===== src/rtl/jk_q_monitor.sv =====
// Edge, period and stuck monitor for the JK-via-T flip-flop q output.
// Registered pulses; lengths reported only for periods that start after an edge.
module jk_q_monitor #(
  parameter int CNT_W       = 16,
  parameter int STUCK_LIMIT = 1000
) (
  input  logic             clk,
  input  logic             reset_n,
  input  logic             en,
  input  logic             clr,
  input  logic             q_in,
  output logic             rise_pulse,
  output logic             fall_pulse,
  output logic [CNT_W-1:0] toggle_cnt,
  output logic [CNT_W-1:0] high_len,
  output logic [CNT_W-1:0] low_len,
  output logic             len_valid,
  output logic             stuck
);

  typedef enum logic [1:0] {
    ARM,
    SYNC,
    HIGH,
    LOW
  } state_t;

  localparam logic [CNT_W:0]   LIMIT   = (CNT_W+1)'(STUCK_LIMIT);
  localparam logic [CNT_W-1:0] RUN_MAX = '1;
  localparam logic [CNT_W-1:0] ONE     = CNT_W'(1);

  state_t           state, state_nx;
  logic             q_d, q_d_nx;
  logic [CNT_W-1:0] run_cnt, run_nx;
  logic [CNT_W-1:0] tog_nx, hl_nx, ll_nx;
  logic             rise_nx, fall_nx, lv_nx, stuck_nx;
  logic             rise, fall, edge_s;
  logic [CNT_W:0]   run_inc;
  logic [CNT_W-1:0] run_sat;

  assign rise    = q_in & ~q_d;
  assign fall    = ~q_in & q_d;
  assign edge_s  = rise | fall;
  assign run_inc = {1'b0, run_cnt} + (CNT_W+1)'(1);
  assign run_sat = run_inc[CNT_W] ? RUN_MAX : run_inc[CNT_W-1:0];

  always_comb begin
    state_nx = state;
    q_d_nx   = q_d;
    run_nx   = run_cnt;
    tog_nx   = toggle_cnt;
    hl_nx    = high_len;
    ll_nx    = low_len;
    stuck_nx = stuck;
    rise_nx  = 1'b0;
    fall_nx  = 1'b0;
    lv_nx    = 1'b0;
    if (clr) begin
      state_nx = ARM;
      q_d_nx   = 1'b0;
      run_nx   = '0;
      tog_nx   = '0;
      hl_nx    = '0;
      ll_nx    = '0;
      stuck_nx = 1'b0;
    end else if (en) begin
      q_d_nx = q_in;
      if (state == ARM) begin
        run_nx   = ONE;
        state_nx = SYNC;
      end else begin
        rise_nx = rise;
        fall_nx = fall;
        if (edge_s) begin
          tog_nx   = toggle_cnt + ONE;
          run_nx   = ONE;
          stuck_nx = 1'b0;
        end else begin
          run_nx = run_sat;
          if (run_inc >= LIMIT)
            stuck_nx = 1'b1;
        end
        // level seen in SYNC is partial, so it never yields a length
        unique case (state)
          SYNC: begin
            if (edge_s)
              state_nx = q_in ? HIGH : LOW;
          end
          HIGH: begin
            if (fall) begin
              hl_nx    = run_cnt;
              lv_nx    = 1'b1;
              state_nx = LOW;
            end
          end
          LOW: begin
            if (rise) begin
              ll_nx    = run_cnt;
              lv_nx    = 1'b1;
              state_nx = HIGH;
            end
          end
          default: state_nx = SYNC;
        endcase
      end
    end
  end

  always_ff @(posedge clk or negedge reset_n) begin
    if (!reset_n) begin
      state      <= ARM;
      q_d        <= 1'b0;
      run_cnt    <= '0;
      toggle_cnt <= '0;
      high_len   <= '0;
      low_len    <= '0;
      stuck      <= 1'b0;
      rise_pulse <= 1'b0;
      fall_pulse <= 1'b0;
      len_valid  <= 1'b0;
    end else begin
      state      <= state_nx;
      q_d        <= q_d_nx;
      run_cnt    <= run_nx;
      toggle_cnt <= tog_nx;
      high_len   <= hl_nx;
      low_len    <= ll_nx;
      stuck      <= stuck_nx;
      rise_pulse <= rise_nx;
      fall_pulse <= fall_nx;
      len_valid  <= lv_nx;
    end
  end

endmodule

===== config.mk =====
export PLATFORM = sky130hd
export DESIGN_NAME = jk_q_monitor
export DESIGN_NICKNAME = d
export VERILOG_FILES = /design/src/rtl/jk_q_monitor.sv
export SDC_FILE = /design/constraint.sdc
export NUM_CORES = 1
export LEC_CHECK = 0
export CORE_ASPECT_RATIO = 1.75
export CORE_MARGIN = 4
export CORE_UTILIZATION = 54
export CTS_CLUSTER_DIAMETER = 50
export DETAILED_ROUTE_END_ITERATION = 8
export GPL_TIMING_DRIVEN = 0
export PLACE_DENSITY = 0.9
export SLEW_MARGIN = 40
export SYNTH_ARGS = -nofsm -noshare
export SYNTH_HDL_FRONTEND = slang
export SYNTH_SLANG_ARGS = --single-unit

===== constraint.sdc =====
create_clock -name clk -period 2.7 [get_ports clk]
set_input_delay 0.675 -clock clk [delete_from_list [all_inputs] [get_ports clk]]
set_output_delay 0.675 -clock clk [all_outputs]
set_load 0.02 [all_outputs]

==> results.md, run 1 <==
* Reg area at 0.00178 mm²
* Root buf cell: clkbuf_16
* CP Data Required Time at 2950 ps
* Leak at 1.82 nW
* Distinct cells, synth at 40
* First-pass GRT wire length at 15900 µm
* Async SR Flop Fraction at 100%
* DRT Wirelength at 10100 µm
* Worst Setup Slack, final at 141 ps
* Die Footprint at 0.00804 mm²
* Syn-to-layout area delta at 27.8%
* Post-synth top area cell: dfrtp_1
* Tmin final at 2560 ps
* Final Hold Viols at 0
* Clk buf depth at 2
* # DRC at 0
* DRT iter0 DRCs at 238
* Clock transition at the registers of the reported paths at 60 ps
* Register area share after synthesis at 49.7%
* Crit path buffers/inverters at 3
* Setup WS pre-CTS at -421 ps
* MaxCap Viol Count at 0
* Crit path kind: primary input to flip-flop
* Avg Inst Size Synth at 8.54 µm²
* Ant. Diodes at 0
* Share of cells above drive strength 1 at 7.98%
* GP Congestion at 0.945
* Vias/cell at 6.04
* Crit path DAT at 2810 ps
* Worst-Margin Slew at 721 ps
* Family with the most delay on the worst path: buffers and inverters
* Count of pins over their slew limit at 0
* Yosys top cell area share at 49.7%
* Crit-path max FO at 10
* Net Count, Synth at 429
* Initial antenna violation count at 0
* Mapped Area at 0.00358 mm²
* Hold slack at 161 ps
* Post-route ant nets at 0
* RSZ-0062 raised after global routing: false
* Period utilization at 94.8%
* CP peak stage delay at 520 ps
* Number of I/O port buffers at 54
* Hold Path Class: primary input to asynchronous set/reset pin
* Total gr overflow at 0
* Die height at 116 µm
* Number of synthesized flops with an enable pin at 0
* # nets final at 494
* Final Core Density at 70.5%
* Fill count at 478
* GRT Resource Usage Total at 25.2%
* CTS sink cnt at 71
* Top_reg_cell synth: dfrtp_1
* Worst Skew at 4.64 ps
* Synthesized flop and latch total at 71
* IO Pins at 57
* Synth top area cells: dfrtp_1 (50%), nand2_1 (9.0%), a21oi_1 (7.3%)
* Die Wd at 69.5 µm
* CTS Buf Count at 9
* Multi-input logic area at 0.00166 mm²
* Core footprint at 0.00649 mm²
* Synth Instances at 419
* Power per cell area at 524 mW/mm²
* # setup viols final at 0
* Slowest library cell on the worst path: clkdlybuf4s50_1
* Row count at 39
* Type of origin of the critical path: primary input
* Via count at 3447
* Status: finished clean
* Slew margin rel. at 51.7%
* CTS HTree Levels at 3
* Drt wl/cell at 17.7 µm
* Drt pass-1 iters at 5
* Largest net degree at the start of global routing at 57
* Max rail drop VDD at 521 µV
* Starting Density at 55.1%
* Clk_lat worst skew at 330 ps
* Final HPWL DP at 6950 µm
* Number of global-route vias before repair at 3375
* Crit-path cells: clkdlybuf4s50_1 -> inv_1 -> ha_2 -> o21ba_2 -> buf_2 -> nand4bb_4 -> or3_1 -> a21oi_2
* Worst Setup End Kind: flip-flop
* Synth Warn # at 0
* CTS tree: yes
* Fmax at 391 MHz
cell usage after synthesis, types with 2 or more instances:
library cell	count
or2_2	3
nand2_1	86
o21ai_0	31
a41oi_1	2
nor4_1	6
xnor2_1	9
or3_1	7
clkbuf_1	22
nor2_1	32
xor2_1	4
a21oi_1	52
a22o_1	2
nand2b_1	2
buf_1	2
inv_1	9
o22ai_1	3
nor3b_1	3
mux2i_1	3
ha_1	5
buf_2	8
nand4_1	10
a31oi_1	7
nand3_1	11
and4_1	3
dfrtp_1	71
and3_1	4
nor3_1	9
area by class of cell:
class | count | area share (%)
buffer | 32 | 2.95
multi-input combinational | 306 | 36.2
timing repair buffer | 55 | 12.4
tap | 82 | 2.24
sequential | 71 | 38.8
inverter | 9 | 0.739
clock buffer | 11 | 5.31
clock inverter | 5 | 1.23
placed cells by master, fill, tap and decap left out, types with 3 or more instances in the layout:
cell type         n
nor3_1            8
xor2_1            4
ha_1              4
buf_1             3
nor4_1            6
nor3b_1           3
a31oi_1           7
buf_2             9
clkbuf_1         20
nand3_1          11
clkdlybuf4s50_1  53
nand4_1          10
nor2_1           32
or2_2             3
or3_1             7
a21oi_1          51
nand2_1          86
o21ai_0          31
o22ai_1           3
mux2i_1           3
and4_1            3
and3_1            4
inv_1             9
xnor2_1           9
clkbuf_16         9
dfrtp_1          71
logic make-up after synthesis:
family                     count (synthesis)  synth area share [%]
and+or+nand+nor                          181                  23.7
AOI/OAI and AO/OA                        104                  16.0
adders and majority gates                  5                  1.75
muxes                                      3                 0.839
xor gates and xnor gates                  13                  3.18
DFF                                       71                  49.7
buffers and inverters                     42                  4.79
registers in the layout, indices dropped and copies added, names as in the netlist:
| signal | count |
|---|---|
| state | 2 |
| high_len | 16 |
| fall_pulse | 1 |
| stuck | 1 |
| rise_pulse | 1 |
| low_len | 16 |
| len_valid | 1 |
| toggle_cnt | 16 |
| q_d | 1 |
| run_cnt | 16 |
worst paths after layout:
check | startpoint | endpoint | slack (ps) | depth (start not counted)
max in group asynchronous | reset_n | run_cnt[7] | 2020 | 2
setup reg to reg | run_cnt[1] | run_cnt[7] | 320 | 6
hold reg to reg | high_len[11] | high_len[11] | 520 | 2
min in group clk | high_len[11] | high_len[11] | 520 | 2
hold / removal | reset_n | run_cnt[3] | 160 | 1
setup / recovery | q_in | toggle_cnt[14] | 140 | 8
power by group:
group / switching, mW / leakage (nW) / internal, mW
clock network: 0.447 / 0.146 / 0.740
registers: 0.00442 / 0.988 / 1.07
logic: 0.0925 / 0.688 / 0.0393
repair_timing:
action	4_1_cts	5_1_grt
endpoints found under the setup margin	9	7
gates resized for setup	2	6
pin swaps	0	0
hold buffers	0	0
endpoints found under the hold margin	0	0
buffers inserted	0	0
cloned	0	0
stage by stage:
stage | TNS, ps | power [mW] | area [µm²] | instances
5_1_grt | 0 | 2.47 | 4570 | 571
3_5_place_dp | -6020 | 1.22 | 4250 | 556
2_1_floorplan | 0 | 1.17 | 3580 | 419
6_report | 0 | 2.39 | 4570 | 571
3_3_place_gp | -102540 | 1.22 | 4220 | 555
4_1_cts | 0 | 2.41 | 4560 | 572
layer usage:
| metal | up-vias | GRT usage [%] | wire length [µm] |
|---|---|---|---|
| met2 | 140 | 45.2 | 5440 |
| met5 | - | 0 | 0 |
| met3 | 38 | 4.43 | 426 |
| met4 | 0 | 15.4 | 388 |
| li1 | 1580 | - | - |
| met1 | 1689 | 27.7 | 3830 |
Note: power is estimated with default switching activity, not from simulation.
==> inputs of run 2 (changes only) <==
--- a/config.mk
+++ b/config.mk
@@ -5,6 +5,7 @@
 export SDC_FILE = /design/constraint.sdc
 export NUM_CORES = 1
 export LEC_CHECK = 0
+export ABC_CLOCK_PERIOD_IN_PS = 2700
 export CORE_ASPECT_RATIO = 1.75
 export CORE_MARGIN = 4
 export CORE_UTILIZATION = 54
==> results of run 2 <==
The final DEF is identical to that of run 1; final timing and power are the same.
==> inputs of run 3 (changes only) <==
--- a/config.mk
+++ b/config.mk
@@ -7,13 +7,11 @@
 export LEC_CHECK = 0
 export ABC_CLOCK_PERIOD_IN_PS = 2700
 export CORE_ASPECT_RATIO = 1.75
-export CORE_MARGIN = 4
 export CORE_UTILIZATION = 54
 export CTS_CLUSTER_DIAMETER = 50
 export DETAILED_ROUTE_END_ITERATION = 8
-export GPL_TIMING_DRIVEN = 0
+export GPL_TIMING_DRIVEN = 1
 export PLACE_DENSITY = 0.9
-export SLEW_MARGIN = 40
 export SYNTH_ARGS = -nofsm -noshare
 export SYNTH_HDL_FRONTEND = slang
 export SYNTH_SLANG_ARGS = --single-unit
==> run 3 against run 2 <==
Power is 18% lower; via count is 3.4% lower; worst setup slack better by 170 ps; first-iteration DRC count increased by 5.5%; sequential power hardly changed; non-clock buffer count shrank 14; maximum frequency increased by 6.9%; count of clock-buffer cells in the layout stayed put; design area decreased by 3.7%; register-to-register slack improved by 270 ps; critical path depth decreased by 1; critical path type unchanged; critical endpoint is now toggle_cnt[10].
==> results.md, run 3 (same netlist as run 1, synthesis figures left out) <==
* Hold Buf Count CTS at 0 (unchanged)
* Internal power at 1.47 mW (was 1.85 mW)
* Worst-Margin Slew at 495 ps (was 721 ps)
* Slew margin rel. at 67.0% (was 51.7%)
* CP peak stage delay at 480 ps (was 520 ps)
* Post-CTS Resized at 0 (was 2)
* Hold slack at 322 ps (was 161 ps)
* Die Footprint at 0.00697 mm² (was 0.00804 mm²)
* Via count at 3330 (was 3447)
* Drt wl/cell at 16.7 µm (was 17.7 µm)
* Ant. Diodes at 0 (unchanged)
* Drt pass-1 iters at 5 (unchanged)
* Switching Fraction at 25.3% (was 22.7%)
* Dpl cells at 539 (was 556)
* Core footprint at 0.00628 mm² (was 0.00649 mm²)
* Count of pins over their slew limit at 0 (unchanged)
* Final Hold Viols at 0 (unchanged)
* Die Wd at 63.5 µm (was 69.5 µm)
* GP Congestion at 0.932 (was 0.945)
* Seq pwr share at 54.9% (was 44.9%)
* CTS tree: yes (unchanged)
* CTS Buf Count at 9 (unchanged)
* Final HPWL DP at 6340 µm (was 6950 µm)
* Total power at 1.97 mW (was 2.39 mW)
* Row count at 38 (was 39)
* Share of cells above drive strength 1 at 8.84% (was 7.98%)
* CP Data Required Time at 2970 ps (was 2950 ps)
* Hold Path Class: primary input to asynchronous set/reset pin (unchanged)
* Crit path depth at 7 (was 8)
* Clock share of power at 38.6% (was 49.6%)
* Crit-path cells: clkdlybuf4s50_1 -> inv_1 -> ha_1 -> o21ba_2 -> nand4bb_1 -> or3_1 -> a21oi_1 (was clkdlybuf4s50_1 -> inv_1 -> ha_2 -> o21ba_2 -> buf_2 -> nand4bb_4 -> or3_1 -> a21oi_2)
* Post-CTS Setup Inserts at 0 (unchanged)
* Type of origin of the critical path: primary input (unchanged)
* Commonest cells after routing, fill and taps aside: nand2_1 (86), dfrtp_1 (71), clkdlybuf4s50_1 (54) (was nand2_1 (86), dfrtp_1 (71), clkdlybuf4s50_1 (53))
* Clk_lat worst skew at 350 ps (was 330 ps)
* RSZ-0062 raised after global routing: false (unchanged)
* Commonest non-fill, non-tap cell in the layout: nand2_1 (unchanged)
* Non-filler cells, final at 555 (was 571)
* CTS sink cnt at 71 (unchanged)
* Fmax at 418 MHz (was 391 MHz)
* Worst Skew at 11.1 ps (was 4.64 ps)
* Status: finished clean (unchanged)
* # nets final at 480 (was 494)
* Tmin final at 2390 ps (was 2560 ps)
* Period utilization at 88.7% (was 94.8%)
* Initial antenna violation count at 0 (unchanged)
* Total gr overflow at 0 (unchanged)
* Slowest library cell on the worst path: clkdlybuf4s50_1 (unchanged)
* Die height at 110 µm (was 116 µm)
* # DRC at 0 (unchanged)
* Fin area at 0.00441 mm² (was 0.00457 mm²)
* DRT iter0 DRCs at 251 (was 238)
* Worst Setup End Kind: flip-flop (unchanged)
* CTS HTree Levels at 3 (unchanged)
* Largest net degree at the start of global routing at 72 (was 57)
* Crit-path max FO at 6 (was 10)
* Vias/cell at 6.00 (was 6.04)
* GRT Resource Usage Total at 29.0% (was 25.2%)
* DRT Wirelength at 9290 µm (was 10100 µm)
* Syn-to-layout area delta at 23.1% (was 27.8%)
* Root buf cell: clkbuf_8 (was clkbuf_16)
* MaxCap Viol Count at 0 (unchanged)
* First-pass GRT wire length at 15300 µm (was 15900 µm)
* Crit path buffers/inverters at 2 (was 3)
* Leak at 1.76 nW (was 1.82 nW)
* Starting Density at 57.0% (was 55.1%)
* Post-route ant nets at 0 (unchanged)
* Family with the most delay on the worst path: simple AND/OR/NAND/NOR gates (was buffers and inverters)
* Crit path DAT at 2660 ps (was 2810 ps)
* Power per cell area at 446 mW/mm² (was 524 mW/mm²)
* # setup viols final at 0 (unchanged)
* Reg2reg path depth at 5 (was 6)
* Clk buf depth at 2 (unchanged)
* Net Sw Power at 0.497 mW (was 0.544 mW)
* Number of I/O port buffers at 56 (was 54)
* Final Core Density at 70.2% (was 70.5%)
* Max rail drop VDD at 402 µV (was 521 µV)
* Gate power share at 6.5% (was 5.5%)
* Dpl cell area at 0.00423 mm² (was 0.00425 mm²)
* Number of global-route vias before repair at 3278 (was 3375)
* IO Pins at 57 (unchanged)
* Clock transition at the registers of the reported paths at 80 ps (was 60 ps)
* Crit path kind: primary input to flip-flop (unchanged)
[run 3: routing by layer]
metal / global-route usage, % / wire length, µm / vias to the layer above
li1: - / - / 1550
met1: 31.3 / 3330 / 1612
met2: 52.3 / 5050 / 143
met3: 6.54 / 609 / 25
met4: 15.3 / 310 / 0
met5: 0 / 0 / -
[run 3: stage by stage]
step | setup TNS (ps) | worst slack (ps)
after CTS | 0 | 325
final | 0 | 306
after global routing | 0 | 244
after floorplan | 0 | 495
after global placement | 0 | 92.0
after detailed placement | -80.5 | -45.7
[run 3: area by class of cell]
type,instances,area [µm²]
timing repair buffer,73,691
multi-input combinational,306,1630
sequential,71,1780
tap,80,100
fill,514,1870
clock buffer,11,141
inverter,9,33.8
clock inverter,5,33.8
[run 3: path summary, 6_finish.rpt]
| kind | startpoint | endpoint | slack [ps] |
|---|---|---|---|
| worst min register to register | high_len[0] | high_len[0] | 520 |
| worst max register to register | run_cnt[0] | run_cnt[0] | 590 |
| max in group asynchronous | reset_n | low_len[4] | 2060 |
| worst max-delay path | q_in | toggle_cnt[10] | 310 |
| worst min-delay path | reset_n | rise_pulse | 320 |
| min in group clk | high_len[0] | high_len[0] | 520 |
[run 3: power groups by stage]
stage | Sequential [mW] | Combinational, mW | Clock, mW
6_report | 1.08 | 0.128 | 0.759
5_1_grt | 1.08 | 0.142 | 0.811
4_1_cts | 1.08 | 0.128 | 0.768
3_5_place_dp | 1.10 | 0.127 | 0
3_3_place_gp | 1.10 | 0.125 | 0
2_1_floorplan | 1.10 | 0.0697 | 0
==> variant 1 (flow settings as in run 2) <==
Re-encode `state_t` (4 states) as one-hot, 4 bits wide.
--- a/src/rtl/jk_q_monitor.sv
+++ b/src/rtl/jk_q_monitor.sv
@@ -18,11 +18,11 @@
   output logic             stuck
 );
 
-  typedef enum logic [1:0] {
-    ARM,
-    SYNC,
-    HIGH,
-    LOW
+  typedef enum logic [3:0] {
+    ARM  = 4'b0001,
+    SYNC = 4'b0010,
+    HIGH = 4'b0100,
+    LOW  = 4'b1000
   } state_t;
 
   localparam logic [CNT_W:0]   LIMIT   = (CNT_W+1)'(STUCK_LIMIT);
Function: same outputs for any inputs over 4 cycles, from zero or initial values and one cycle with reset_n low; so few cycles prove little.
==> variant 1 against run 2 <==
  * Count of clock-buffer cells in the layout increased by 2
  * Worst hold slack gained 59 ps
  * Sequential cell count rose by 2
  * Area after synthesis grew 4.5%
  * Routed wire length decreased by 1.8%
  * Global-route usage down 0.11 points
  * First-iteration DRC count rose by 10%
  * Design area grew 2.8%
  * Total power is 1.4% lower
  * Fmax decreased by 2.4%
  * Setup slack got worse by 64 ps
  * Non-clock buffer count down 1
  * Synthesized cell count fell by 2.6%
  * Critical endpoint is now state[2]
==> variant 1: results (changes against run 2) <==
Outcome
  • Outcome: finished clean (unchanged)

Routing
  • Drt via density: 6.032 (was 6.037)
  • Total wire length: 9904 um (was 10090 um)
  • Initial drt markers: 262 (was 238)

Global route
  • All-Layer GR Usage: 0.2512 (was 0.2524)
  • First-pass GRT wire length: 16630 um (was 15900 um)

Worst setup path
  • R2R Path Start: run_cnt[0] (was run_cnt[1])
  • R2R Setup Slk: 270 ps (was 320 ps)
  • Crit path arrival time: 2890 ps (was 2810 ps)
  • R2R Path End: stuck (was run_cnt[7])

Final layout
  • Non-filler cells, final: 560 (was 571)
  • Clkbuf count: 13 (was 11)
  • Multi-Input Combinational: 294 (was 306)
  • Seq_cells: 73 (was 71)
  • NumNets Final: 483 (was 494)
  • Clk cell area share: 0.05856 (was 0.06537)

Yosys
  • Most frequent cell after synthesis: dfrtp_1 (was nand2_1)
  • Mapped Avg Cell Area: 9.163 sq um (was 8.540 sq um)
  • Post-Synth Adder-Cell Area: 0.01673 (was 0.01748)
  • Post-synthesis sequential area ratio: 0.4890 (was 0.4965)
  • Unique masters post-synth: 52 (was 40)
  • Top cells by area, synth: dfrtp_1 48%, nand2_1 5.7%, mux2i_1 5.6% (was dfrtp_1 50%, nand2_1 9.0%, a21oi_1 7.3%)

Power and ir drop
  • Comb power frac: 0.066 (was 0.055)
  • Worst vdd ir: 470.1 uV (was 520.9 uV)
  • Leak Pwr: 2.063 nW (was 1.822 nW)
  • Sw Ratio: 0.2305 (was 0.2272)

Placement
  • Pre-CTS setup slack: -520.6 ps (was -420.6 ps)
  • Inst Count DP: 545 (was 556)
  • Final GP Congestion: 0.9499 (was 0.9447)

Timing
  • Least-Margin Pin Slew: 606.1 ps (was 721.4 ps)
  • Worst Hold Slack: 220.7 ps (was 161.3 ps)
  • Clock skew: 4.330 ps (was 4.642 ps)
-- variant 1: changes by cell type in the layout (fill, tap and decap cells not counted), moves of 5 or more --
cell     before  now
nand2_1      86   57
a21oi_1      51   28
nor2_1       32   54
mux2i_1       3   21
o21ai_0      31   18
a22o_1        2    9
a31oi_1       7    2
nor2b_1       0    5
nor4_1        6    1
o21ai_1       0    5
or3_1         7    2
-- variant 1: worst max-delay path by stage --
stage | cells after the start | slack (ps) | to | startpoint
after floorplan | 8 | 480 | state[2] | q_in
after global placement | 1 | -1390 | run_cnt[7] | reset_n
after detailed placement | 8 | -520 | run_cnt[14] | q_in
after CTS | 9 | 30 | state[2] | q_in
after global routing | 9 | 40 | state[2] | q_in
final | 9 | 80 | state[2] | q_in
-- variant 1: timing repair --
item / CTS / global route
setup endpoints to repair: 12 / 22
buffers inserted: 0 / 0
gates resized for setup: 2 / 6
-- variant 1: routing by layer --
layer	part of all wire	track usage
met1	0.36	0.2721
met2	0.53	0.4215
met3	0.061	0.06667
met4	0.053	0.1624
met5	0	0
==> variant 2 (settings of run 2) <==
Without the edit above. Change the parameter `CNT_W` from 16 to 32.
--- a/src/rtl/jk_q_monitor.sv
+++ b/src/rtl/jk_q_monitor.sv
@@ -1,7 +1,7 @@
 // Edge, period and stuck monitor for the JK-via-T flip-flop q output.
 // Registered pulses; lengths reported only for periods that start after an edge.
 module jk_q_monitor #(
-  parameter int CNT_W       = 16,
+  parameter int CNT_W       = 32,
   parameter int STUCK_LIMIT = 1000
 ) (
   input  logic             clk,
Ports: changed (resized high_len, low_len and toggle_cnt); port bits go from 57 to 105. No check against the original RTL was run, so the function may have changed too.
==> variant 2 against run 2 <==
  * The flow now finishes with violations (negative setup slack)
  * Highest routed layer unchanged
  * Setup slack lost 140 ps
  * Routed wire length grew 100%
  * Sequential cell count up 64
  * Via count increased by 91%
  * Total power up 94%
  * Synthesized cell count up 91%
  * Area after synthesis is 88% higher
  * Clock skew barely moved
  * Core utilization rose by 1.9 points
  * Design area increased by 92%
  * Register-to-register slack worse by 320 ps
  * Fmax down 5.3%
  * Final cell count rose by 94%
==> variant 2: results (changes against run 2) <==
Placement
  • HPWL after DPL: 13660 um (was 6946 um)
  • Final GP Congestion: 0.9872 (was 0.9447)
  • Placed cell area: 0.008020 sq mm (was 0.004250 sq mm)
  • Port-buffer cells: 104 (was 54)

Yosys
  • Synth cell count leaders: 173 x nand2_1, 135 x dfrtp_1, 98 x a21oi_1, 78 x nor2_1, 60 x o21ai_0 (was 86 x nand2_1, 71 x dfrtp_1, 52 x a21oi_1, 32 x nor2_1, 31 x o21ai_0)
  • Post-synthesis sequential area ratio: 0.5017 (was 0.4965)
  • Total nets after synthesis: 811 (was 429)
  • Post-Synth Adder-Cell Area: 0.009290 (was 0.01748)
  • Proportion of synthesized area in mux cells: 0.002973 (was 0.008392)
  • Mapped Avg Cell Area: 8.407 sq um (was 8.540 sq um)
  • Synth Area in Compound Gates: 0.1451 (was 0.1605)
  • Unique masters post-synth: 44 (was 40)
  • Post-Synth XOR/XNOR Area: 0.05072 (was 0.03182)
  • Top cells by area, synth: dfrtp_1 50%, nand2_1 9.6%, a21oi_1 7.3% (was dfrtp_1 50%, nand2_1 9.0%, a21oi_1 7.3%)

Outcome
  • Failing checks: negative setup slack
  • Outcome: finished, violations left (was finished clean)

CTS
  • Clk_lat worst skew: 420 ps (was 330 ps)
  • Cts repair resizes: 16 (was 2)
  • Post-CTS Setup Bufs: 4 (was 0)
  • H-tree levels: 4 (was 3)

Routing
  • Total wire length: 20330 um (was 10090 um)
  • Initial drt markers: 685 (was 238)
  • Met3 routed WL: 1393 um (was 426 um)
  • Via count: 6590 (was 3447)
  • DRT met1 WL: 7066 um (was 3830 um)

Timing
  • Sum Neg Setup Slack: -3.871 ps (was 0 ps)
  • Count of final setup violators: 1 (was 0)
  • Worst setup margin: -3.871 ps (was 140.5 ps)

Global route
  • Largest net degree at the start of global routing: 75 (was 57)
  • Number of global-route vias before repair: 6790 (was 3375)
  • First-pass GRT wire length: 33400 um (was 15900 um)
  • Grt met2 use: 0.5076 (was 0.4515)
  • Met1 usage: 0.3253 (was 0.2774)
  • Met3 global-route usage: 0.05357 (was 0.04427)

Power and ir drop
  • Worst vdd ir: 475.6 uV (was 520.9 uV)
  • Leak Pwr: 3.678 nW (was 1.822 nW)
  • Sw Ratio: 0.2372 (was 0.2272)

Final layout
  • Share of post-route cells with drive strength above 1: 0.08493 (was 0.07975)
  • Filler Cell Count: 845 (was 478)
  • NumNets Final: 939 (was 494)

Worst setup path
  • Worst-path fanout max: 8 (was 10)
  • Crit path arrival time: 2970 ps (was 2810 ps)
[variant 2: stage by stage]
| step | utilization | worst slack (ps) |
|---|---|---|
| 2_1_floorplan | - | 227.4 |
| 6_report | 0.7237 | -3.871 |
| 3_3_place_gp | 0.6577 | -4290 |
| 4_1_cts | 0.7215 | -2.895 |
| 5_1_grt | 0.7237 | -182.2 |
| 3_5_place_dp | 0.6609 | -1070 |
[variant 2: power by group through the flow]
stage / logic [mW] / clock network (mW) / registers (mW)
3_5_place_dp: 0.163 / 0 / 2.08
6_report: 0.170 / 2.44 / 2.04
4_1_cts: 0.168 / 2.45 / 2.04
3_3_place_gp: 0.155 / 0 / 2.08
2_1_floorplan: 0.0693 / 0 / 2.08
5_1_grt: 0.188 / 2.54 / 2.04
[variant 2: worst paths after layout]
check,startpoint,to,slack (ps),depth (start not counted)
setup / recovery,run_cnt[0],stuck,-4,8
max in group asynchronous,reset_n,low_len[23],1780,2
min in group clk,high_len[16],high_len[16],520,2
setup reg to reg,run_cnt[0],stuck,-4,8
hold / removal,reset_n,toggle_cnt[16],190,1
hold reg to reg,high_len[16],high_len[16],520,2
[variant 2: kinds of logic after synthesis]
logic type,count (synthesis)
AOI/OAI and AO/OA,184
xor gates and xnor gates,39
adders and majority gates,5
buffers and inverters,77
DFF,135
muxes,2
and+or+nand+nor,359
[variant 2: area by class of cell]
class                           instances  area share
Buffer                                 56     0.02650
Timing Repair Buffer                  111      0.1274
Tap cell                              165     0.02351
Clock buffer                           17     0.04844
Multi-Input combinational cell        589      0.3596
Inverter                               19    0.008121
Sequential cell                       135      0.3847
Clock inverter                         15     0.02180
[variant 2: worst max-delay path: stages (launching register included)]
cell and delay [ps]:
dfrtp_1 520, ha_2 320, nand3_2 210, or4_4 510, nor3_2 300, xnor2_1 160, nand4_1 100, nor4_1 270
a41oi_1 160
